--- src/rtl/pipeline_ctrl_pkg.sv ---
// Shared constants, state type and stall-merge helper for the pipeline sequencer.
// Stall masks are contiguous from bit 0 (PC) up to the requesting stage.
package pipeline_ctrl_pkg;

    localparam logic        RST_ENABLE     = 1'b0;
    localparam logic [31:0] ZERO_WORD      = 32'h0000_0000;

    localparam logic [5:0]  STALL_NONE     = 6'b000000;
    localparam logic [5:0]  STALL_FROM_ID  = 6'b000111;
    localparam logic [5:0]  STALL_FROM_EX  = 6'b001111;
    localparam logic [5:0]  STALL_FROM_MEM = 6'b011111;

    typedef enum logic {
        RUN   = 1'b0,
        FLUSH = 1'b1
    } ctrl_state_e;

    // The furthest-downstream requester wins because its mask covers all upstream stages.
    function automatic logic [5:0] merge_stall(input logic id_req,
                                               input logic ex_req,
                                               input logic mem_req);
        if (mem_req)     return STALL_FROM_MEM;
        else if (ex_req) return STALL_FROM_EX;
        else if (id_req) return STALL_FROM_ID;
        else             return STALL_NONE;
    endfunction

endpackage

--- src/rtl/pipeline_ctrl_stall_watchdog.sv ---
// Stall watchdog: saturating consecutive-stall counter, sticky timeout flag
// and a free-running 32-bit count of stalled cycles.
module pipeline_ctrl_stall_watchdog
    import pipeline_ctrl_pkg::*;
#(
    parameter int WDOG_MAX = 255,
    parameter int CNT_W    = 8
) (
    input  logic        Clk,
    input  logic        Rst_n,
    input  logic        stall_i,
    input  logic        flush_i,
    output logic        stall_timeout_o,
    output logic [31:0] stall_cycles_o
);

    localparam logic [CNT_W-1:0] CNT_MAX = CNT_W'(WDOG_MAX);

    logic [CNT_W-1:0] run_cnt;
    logic             counting;

    assign counting = stall_i && !flush_i;

    // Timeout fires on the edge where the run length reaches CNT_MAX.
    always_ff @(posedge Clk) begin
        if (Rst_n == RST_ENABLE) begin
            run_cnt         <= '0;
            stall_timeout_o <= 1'b0;
            stall_cycles_o  <= ZERO_WORD;
        end else begin
            if (counting) begin
                if (run_cnt != CNT_MAX) begin
                    run_cnt <= run_cnt + 1'b1;
                end
                if (run_cnt >= CNT_MAX - 1'b1) begin
                    stall_timeout_o <= 1'b1;
                end
                stall_cycles_o <= stall_cycles_o + 32'd1;
            end else begin
                run_cnt <= '0;
            end
        end
    end

endmodule

--- src/rtl/pipeline_ctrl.sv ---
// Central pipeline sequencer: merges stage stall requests, sequences one-cycle
// flushes with PC redirect and feeds the stall watchdog.
module pipeline_ctrl
    import pipeline_ctrl_pkg::*;
#(
    parameter int WDOG_MAX = 255,
    parameter int CNT_W    = 8
) (
    input  logic        Clk,
    input  logic        Rst_n,
    input  logic        stallreq_id_i,
    input  logic        stallreq_ex_i,
    input  logic        stallreq_mem_i,
    input  logic        flush_req_i,
    input  logic [31:0] flush_pc_i,
    output logic [5:0]  stall_o,
    output logic        flush_o,
    output logic [31:0] new_pc_o,
    output logic        stall_timeout_o,
    output logic [31:0] stall_cycles_o
);

    ctrl_state_e state;

    // A flush cycle silences every stall request; reset also forces all stages to run.
    always_comb begin
        stall_o = STALL_NONE;
        if (Rst_n != RST_ENABLE && state != FLUSH) begin
            stall_o = merge_stall(stallreq_id_i, stallreq_ex_i, stallreq_mem_i);
        end
    end

    always_ff @(posedge Clk) begin
        if (Rst_n == RST_ENABLE) begin
            state    <= RUN;
            flush_o  <= 1'b0;
            new_pc_o <= ZERO_WORD;
        end else begin
            case (state)
                RUN: begin
                    if (flush_req_i) begin
                        state    <= FLUSH;
                        flush_o  <= 1'b1;
                        new_pc_o <= flush_pc_i;
                    end
                end
                FLUSH: begin
                    if (flush_req_i) begin
                        state    <= FLUSH;
                        flush_o  <= 1'b1;
                        new_pc_o <= flush_pc_i;
                    end else begin
                        state    <= RUN;
                        flush_o  <= 1'b0;
                    end
                end
                default: begin
                    state   <= RUN;
                    flush_o <= 1'b0;
                end
            endcase
        end
    end

    pipeline_ctrl_stall_watchdog #(
        .WDOG_MAX (WDOG_MAX),
        .CNT_W    (CNT_W)
    ) u_stall_watchdog (
        .Clk             (Clk),
        .Rst_n           (Rst_n),
        .stall_i         (stall_o[0]),
        .flush_i         (flush_o),
        .stall_timeout_o (stall_timeout_o),
        .stall_cycles_o  (stall_cycles_o)
    );

endmodule

--- config.mk ---
export PLATFORM = sky130hd
export DESIGN_NAME = pipeline_ctrl
export DESIGN_NICKNAME = d
export VERILOG_FILES = /design/src/rtl/pipeline_ctrl_pkg.sv /design/src/rtl/pipeline_ctrl_stall_watchdog.sv /design/src/rtl/pipeline_ctrl.sv
export SDC_FILE = /design/constraint.sdc
export NUM_CORES = 1
export LEC_CHECK = 0
export BUFFER_PORTS_ARGS = -buffer_cell sky130_fd_sc_hd__buf_4
export CORE_MARGIN = 1
export CORE_UTILIZATION = 45
export DETAILED_ROUTE_END_ITERATION = 10
export GPL_ROUTABILITY_DRIVEN = 1
export HOLD_SLACK_MARGIN = 0.1
export PLACE_DENSITY_LB_ADDON = 0.12
export SYNTH_ARGS = -nofsm -noshare
export SYNTH_HDL_FRONTEND = slang
export SYNTH_HIERARCHICAL = 1
export SYNTH_SLANG_ARGS = --single-unit
--- constraint.sdc ---
create_clock -name Clk -period 2.7 [get_ports Clk]
set_input_delay 0.81 -clock Clk [delete_from_list [all_inputs] [get_ports Clk]]
set_output_delay 0.81 -clock Clk [all_outputs]
set_load 0.005 [all_outputs]
# [Word-level counts from Yosys, hierarchy flattened]
# Cells that the tools add are included.
[word_totals] reg_bits=75 latch_bits=0 ramBits=0 romBits=0 in_bits=38 word_cells=25 mem_count=0
[op_classes] addsub=2 multipliers=0 div=0 magnitude_cmp=1 eq_ne=2 shift=0 n_mux=8 bitwise_logic=1 reduce_logical=5
[op_table] operator="$add 32x1->32 const B" count=1
[op_table] operator="$mux 32" count=1
[op_table] operator="$add 8x1->8 const B" count=1
[op_table] operator="$ge 8x8->1 const B" count=1
[op_table] operator="$ne 8x8->1 const B" count=1
[op_table] operator="$mux 6" count=1
[op_table] operator="$mux 5" count=1
[op_table] operator="$mux 4" count=1
[op_table] operator="$reduce_and 2->1" count=2
[op_table] operator="$mux 3" count=1
[op_table] operator="$logic_and 1x1->1" count=2
[op_table] operator="$mux 1" count=2
[op_table] operator="$ne 2x2->1 const B" count=1
[op_table] operator="$pmux 1 s2" count=1
[op_table] operator="$logic_not 1->1" count=1
[op_table] operator="$not 1->1" count=1

# [Longest topological paths before layout]
# Gate-level depths: netlist of the first run.
[logic_depth] word_depth=6 ltp_mapped=8 depth_no_buf=6

# [Cells and area by module]
# The synthesis of the first run kept the hierarchy.
[modules_own_cells] mod="pipeline_ctrl_stall_watchdog" instances=1 cells_each=229 area_each_um2=1976.9 seq_area_each_um2=820.8
[modules_own_cells] mod="pipeline_ctrl" instances=1 cells_each=119 area_each_um2=1360.1 seq_area_each_um2=680.7

# [Least setup slack after synthesis of the first run]
# Ideal clock, no wire load.
[synth_path] kind="input to register" start="input Rst_n" end="register u_stall_watchdog.stall_cycles_o[16]" setup_time_ns=0.135 arrival_time_ns=2.320 required_time_ns=2.565 path_slack_ns=0.245 path_stages=8 path_buffers=2 cell_sequence="nand2b_1 -> nor2_1 -> and3b_1 -> clkbuf_1 -> nand4_1 -> clkbuf_1 -> o311ai_0 -> o41ai_1"
[synth_via] elab_chain_cells=3
[synth_rtl] item="start: declaration" line_no="pipeline_ctrl.sv:10" rtl="input logic Rst_n,"
[synth_rtl] item="$logic_and 1x1->1" line_no="pipeline_ctrl.sv:28" rtl="if (Rst_n != RST_ENABLE && state != FLUSH) begin"
[synth_rtl] item="$mux 6" line_no="pipeline_ctrl.sv:28"
[synth_rtl] item="via stall_o[0]" line_no="pipeline_ctrl.sv:16" rtl="output logic [5:0] stall_o,"
[synth_rtl] item="$logic_and 1x1->1" line_no="pipeline_ctrl_stall_watchdog.sv:22" rtl="assign counting = stall_i && !flush_i;"
[synth_rtl] item="end signal: assignment" line_no="pipeline_ctrl_stall_watchdog.sv:38" rtl="stall_cycles_o <= stall_cycles_o + 32'd1;"
[synth_rtl] item="end: declaration" line_no="pipeline_ctrl_stall_watchdog.sv:14" rtl="output logic [31:0] stall_cycles_o"
# The timed path passes the listed nets, and every way through them passes these cells.
# A chain may end at the register's enable or synchronous reset.

# [Worst setup path after layout of the first run]
[layout_path] start="input Rst_n" end="output stall_o[1]"
[layout_via] elab_chain_cells=2
[layout_rtl] item="$logic_and 1x1->1" line_no="pipeline_ctrl.sv:28"
[layout_rtl] item="$mux 6" line_no="pipeline_ctrl.sv:28"
[layout_rtl] item="end: declaration" line_no="pipeline_ctrl.sv:16"
# No other way between the ends.

==> results.cfg, run 1 <==
[floorplan]
die_area_um2 = 7763
rows = 31
start_util_pct = 46.25
die_w_um = 88.11
ios = 110
die_h_um = 88.11
core_area_um2 = 7214

[clocking]
clkSinkCount = 75
cts_buffer_depth = 2
cts_buffers = 9
clk_latency_ns = 0.35
cts_resized = 0
cts_tree = built
hold_buffers = 0
root_buffer = clkbuf_8
postCtsSetupBuffers = 0
clk_pin_slew_ns = 0.08
h-tree-depth = 3

[timing]
finClkSkew_ns = 0.01015
slew_headroom_pct = 64.22
setup_viol = 0
fmax_mhz = 437.4
setup_tns_ns = 0
period_share_pct = 84.67
maxSlewViolCount = 0
min_period_ns = 2.286
hold_viol = 0
worstMarginPinSlew_ns = 0.5368
rsz0062_at_grt = false

[logic_synthesis]
synth_top_area_share_pct = 44.99
syn_avg_cell_area_um2 = 9.589
async_flop_share_pct = 0
synth.area.top_cells = dfxtp_1 45%, mux2i_1 12%, nor2b_1 6.4%
synthCells = 348
synth_cell_types = 40
synth-seq-cells = 75
syn-cell-area_um2 = 3337
synth_ff_type = dfxtp_1
synth.most_common_cell = dfxtp_1
synth_top_cell_by_area = dfxtp_1
ys_seq_area_share_pct = 44.99
synth_warnings = 6
syn_nets = 389
netlist_top_cells_count = 75 x dfxtp_1, 40 x mux2i_1, 34 x nor2b_1
synth_edf_count = 0

[global_route]
first_global_vias = 2483
grt_max_degree = 64
grt_use_total_pct = 19.29
grt_pass1_wl_um = 11610
grt_overflow = 0
antenna_found_initial = 0

[detailed_routing]
drt_pass1_iterations = 4
vias = 2774
wl_per_cell_um = 13.04
via_per_inst = 5.007
drcViolationCount = 0
drtAntennaViolNets = 0
wirelength_um = 7222
drt_iter0_markers = 99

[worst_setup_path]
criticalPathCategory = input port to output pin
critPathTopFamily = simple AND/OR/NAND/NOR gates
critPathBufInv = 2
slowest_stage = nor2_1
cpPeakStageDelay_ns = 0.32
cp-end-kind = output pin
crit_path_cell_trace = buf_4 > nand2b_1 > nor2_1 > buf_4
worstPathRequired_ns = 1.89
crit_arrival_ns = 1.48
worst_path_most_repeated_cell = buf_4
cp-start-kind = input port
crit_fanout = 7

[placement]
dp_hpwl_um = 5029
portBuffers = 108
place_congestion = 0.7817
place_area_um2 = 4148

[power]
power_density_nw_per_um2 = 521.6
ir_worst_vdd_uv = 268.1
p_leak_nw = 1.827

[final_layout]
fin_nets = 491
final_core_util_pct = 60.44
fin_area_um2 = 4360
area_delta_synth_final_pct = 30.67
diodes = 0
drive_above_1_share_pct = 28.79

[status]
status = finished clean

[run]
cap_viol_max_count = 0

[worst_hold_path]
worstHoldPathType = flop to flop
==> state kept, by name, summed over array words and instances, names as in the netlist <==
register / flops
new_pc_o: 32
flush_o: 1
state: 1
u_stall_watchdog/run_cnt: 8
u_stall_watchdog/stall_cycles_o: 32
u_stall_watchdog/stall_timeout_o: 1
==> cell type report <==
type                            count  area [um2]
Timing Repair Buffer              112       840.8
Tap cell                           99       123.9
Fill cell                         654        2854
Multi-Input combinational cell    240        1637
Clock inverter                      4       47.55
Clock buffer                       12       165.2
Sequential cell                    75        1501
Inverter                           12       45.04
==> power by group <==
| group | total, W | leakage, nW | internal, W | switching [W] |
|---|---|---|---|---|
| clock network | 0.000910 | 0.108 | 0.000500 | 0.000410 |
| registers | 0.00116 | 0.611 | 0.00114 | 0.0000187 |
| logic | 0.000207 | 1.11 | 0.000123 | 0.0000837 |
| total | 0.00227 | 1.83 | 0.00176 | 0.000513 |
==> layout by cell type (no fill, tap or decap), types with 6 or more instances in the layout <==
| cell type | instances |
|---|---|
| xnor2_1 | 8 |
| nor4_1 | 8 |
| inv_1 | 11 |
| nand3_1 | 9 |
| nor2b_1 | 34 |
| a21oi_1 | 12 |
| o41ai_1 | 6 |
| or3_1 | 8 |
| nor2_1 | 17 |
| buf_4 | 112 |
| nand4_1 | 8 |
| mux2i_1 | 40 |
| dfxtp_1 | 75 |
| nand2_1 | 24 |
| nand2b_1 | 11 |
| clkbuf_8 | 12 |
==> metrics by stage <==
step	std cells	setup slack [ns]	hold slack, ns	total power [W]
finish	554	0.4139	0.4733	0.002274
global route	554	0.3162	0.5024	0.002356
CTS	554	0.4026	0.4787	0.002299
detailed placement	538	0.1442	0.4639	0.001394
global placement	538	0.1627	0.4553	0.001390
floorplan	348	0.2447	0.4591	0.001291
==> tightest hold or removal path, cell delays in order, from the launching register on <==
cell     delay (ns)
dfxtp_1        0.32
nand2_1        0.05
mux2i_1        0.05
==> final timing paths <==
kind                                       start                                   to  slack (ns)  cells after the start
max reg2reg                                state  u_stall_watchdog/stall_cycles_o[23]        0.65                      7
max                                        Rst_n                           stall_o[1]        0.41                      4
min          u_stall_watchdog/stall_cycles_o[31]  u_stall_watchdog/stall_cycles_o[31]        0.47                      2
min reg2reg  u_stall_watchdog/stall_cycles_o[31]  u_stall_watchdog/stall_cycles_o[31]        0.47                      2
==> kinds of logic after synthesis <==
| kind of cell | synth area share (%) |
|---|---|
| DFF | 44.99 |
| xor gates and xnor gates | 3.412 |
| AOI/OAI and AO/OA | 8.099 |
| and+or+nand+nor | 24.30 |
| buffers and inverters | 5.962 |
| other | 0.1124 |
| muxes | 12.00 |
| adders and majority gates | 1.125 |
==> layer usage <==
metal	track usage, %	vias up	part of all wire [%]
met5	0	-	0
met4	9.091	0	1.4
met3	4.053	8	6.6
met2	32.06	76	46
met1	23.93	1271	46
li1	-	1419	-
(Power assumes the default switching activity.)
==> inputs of run 2 (changes only) <==
ABC_AREA = 1   (was not set)
clock period = 1.9 ns   (was 2.7 ns; I/O delays follow)
==> run 2 against run 1 <==
- via count is 28% higher
- first-iteration DRC count is 72% higher
- sequential cell count stayed put
- critical path type unchanged
==> results.cfg, run 2 <==
[final_layout]
layout_common_cells = 143 x nand2_1, 119 x buf_4, 113 x nor2_1
fin_nets = 702
fillers = 742
layout_commonest_cell = nand2_1
drive_above_1_share_pct = 24.02
area_delta_synth_final_pct = 30.95
diodes = 0
reg_top3 = new_pc_o x32, u_stall_watchdog/stall_cycles_o x32, u_stall_watchdog/run_cnt x8

[floorplan]
core_area_um2 = 7767
ios = 110
die_area_um2 = 8478
start_util_pct = 47.00
rows = 32
die_w_um = 92.08
die_h_um = 92.08

[clocking]
clkSinkCount = 75
cts_tree = built
cts_resized = 0
clk_pin_slew_ns = 0.07
cts_buffer_depth = 2
root_buffer = clkbuf_8
hold_buffers = 0
clk_latency_ns = 0.35
h-tree-depth = 3
cts_buffers = 9
postCtsSetupBuffers = 0

[logic_synthesis]
synthCells = 547
synth_mux_area_share_pct = 0
syn_avg_cell_area_um2 = 6.675
synth_compound_area_share_pct = 5.312
syn-cell-area_um2 = 3651
synth-seq-cells = 75
synth.most_common_cell = nand2_1
synth_top_family_by_area = simple AND/OR/NAND/NOR gates
synth_cell_types = 35
syn_nets = 588
netlist_top_cells_count = 144 x nand2_1, 113 x nor2_1, 87 x inv_1
ys_seq_area_share_pct = 41.12
synth_simple_gate_area_share_pct = 38.59
synth_edf_count = 0
synth-xor-area-share_pct = 1.199
async_flop_share_pct = 0
synth_ff_type = dfxtp_1
synth_top_cell_by_area = dfxtp_1
synthAdderAreaFrac_pct = 1.028
synth_top_area_share_pct = 41.12
synth.area.top_cells = dfxtp_1 41%, nand2_1 15%, nor2_1 12%
synth_warnings = 6

[power]
power_density_nw_per_um2 = 687.9
p_leak_nw = 2.423
switching_power_w = 0.0008234
total_power_w = 0.003289
p_sw_share_pct = 25.04
p_clk_share_pct = 38.1
ir_worst_vdd_uv = 416.6
power_frac_comb_pct = 11.3
p_seq_share_pct = 50.5
internal_power_w = 0.002466

[worst_hold_path]
worstHoldPathType = flop to flop
worstHoldStart = u_stall_watchdog/stall_timeout_o
holdPathStages = 2
worstHoldEndpoint = u_stall_watchdog/stall_timeout_o

[detailed_routing]
wirelength_um = 8489
drtAntennaViolNets = 0
route.met2.wl_um = 4005
vias = 3549
dr.max_layer_used = met4
drt_pass1_iterations = 4
via_per_inst = 4.621
wl_per_cell_um = 11.05
met3WireLength_um = 476
drcViolationCount = 0
wl_met1_um = 3910
drt_iter0_markers = 170

[worst_setup_path]
criticalPathCategory = input port to output pin
crit_arrival_ns = 1.23
worstReg2RegStart = state
critPathBufInv = 4
critPathTopFamily = buffers and inverters
slowest_stage = buf_4
reg2reg_slack_ns = 0.31
cp-start-kind = input port
crit_fanout = 3
cpPeakStageDelay_ns = 0.14
r2r-end = u_stall_watchdog/stall_cycles_o[19]
worstPathRequired_ns = 1.33
rr_worst_depth = 10
crit_path_cell_trace = buf_4 > inv_1 > nand2_1 > nand2_1 > nand2_2 > buf_4 > buf_4
worst_path_most_repeated_cell = buf_4
cp-end-kind = output pin

[placement]
place_congestion = 0.8737
dp_hpwl_um = 6312
dpl_worst_slack_ns = -0.07379
portBuffers = 108

[timing]
worstMarginPinSlew_ns = 0.5721
fmax_mhz = 555.4
maxSlewViolCount = 0
finClkSkew_ns = 0.008492
period_share_pct = 94.77
min_period_ns = 1.801
setup_viol = 0
setup_tns_ns = 0
setup_ws_ns = 0.09941
rsz0062_at_grt = false
hold_viol = 0
slew_headroom_pct = 61.57

[global_route]
grt_pass1_wl_um = 14440
grt_max_degree = 33
grt_use_total_pct = 21.01
grt_overflow = 0
first_global_vias = 3352
antenna_found_initial = 0

[run]
cap_viol_max_count = 0

[status]
status = finished clean
-- run 2: cell count changes after synthesis, sizes merged, moves of 9 or more --
cell    delta
nand2    +124
nor2     +107
o21ai      +9
nand3     +17
nand2b    -11
mux2i     -40
inv       +79
clkbuf    -12
nor2b     -34
-- run 2: power groups by stage --
stage          logic [W]  registers (W)  clock network (W)
4_1_cts         0.000377        0.00166            0.00129
3_3_place_gp    0.000369        0.00170                  0
2_1_floorplan   0.000181        0.00170                  0
6_report        0.000372        0.00166            0.00125
3_5_place_dp    0.000377        0.00170                  0
5_1_grt         0.000419        0.00167            0.00136
-- run 2: final cells by class --
type	instances	area, um2	area share [%]
inverter	91	341.6	7.145
clock inverter	6	63.81	1.335
clock buffer	10	137.6	2.879
multi-input combinational	364	1695	35.46
timing repair buffer	120	913.4	19.10
tap	102	127.6	2.669
sequential	75	1501	31.41
-- run 2: logic make-up (layout without fill, tap and decap cells) --
group,count (synthesis),after routing
AOI/OAI and AO/OA,36,36
and+or+nand+nor,319,319
other,1,1
adders and majority gates,3,3
buffers and inverters,108,227
xor gates and xnor gates,5,5
DFF,75,75
-- run 2: layer usage --
metal	up-vias	global-route usage, %
met3	9	6.053
met1	1575	24.63
met5	-	0
li1	1881	-
met4	0	6.771
met2	84	36.69
-- run 2: worst max-delay path by stage --
stage | from | to | slack, ns | cells past startpoint
finish | stallreq_mem_i | stall_o[2] | 0.1 | 7
global route | state | stall_o[1] | 0.006 | 5
CTS | stallreq_mem_i | stall_o[2] | 0.1 | 7
detailed placement | Rst_n | u_stall_watchdog/stall_cycles_o[19] | -0.07 | 12
global placement | Rst_n | u_stall_watchdog/stall_cycles_o[19] | 0.01 | 12
floorplan | Rst_n | u_stall_watchdog/stall_cycles_o[19] | 0.02 | 12
-- run 2: stage by stage --
step                      instances  utilization, %  hold slack (ns)  cell area [um2]
final                           768           61.55           0.4566             4781
after global routing            768           61.55           0.4912             4781
after CTS                       768           61.55           0.4599             4781
after detailed placement        752           58.96           0.4466             4579
after global placement          752           58.96           0.4437             4579
after floorplan                 547               -           0.4466             3659
-- run 2: worst reg2reg max path, cell delays in order, from the launching register on --
cell     delay (ns)
dfxtp_1        0.32
nor2_1         0.13
nand2_1        0.09
nand2_2        0.10
nand2_4        0.09
nor2_1         0.13
nand3_1        0.13
nor2_4         0.23
nand2_1        0.10
o21ai_1        0.14
nor2_1         0.05
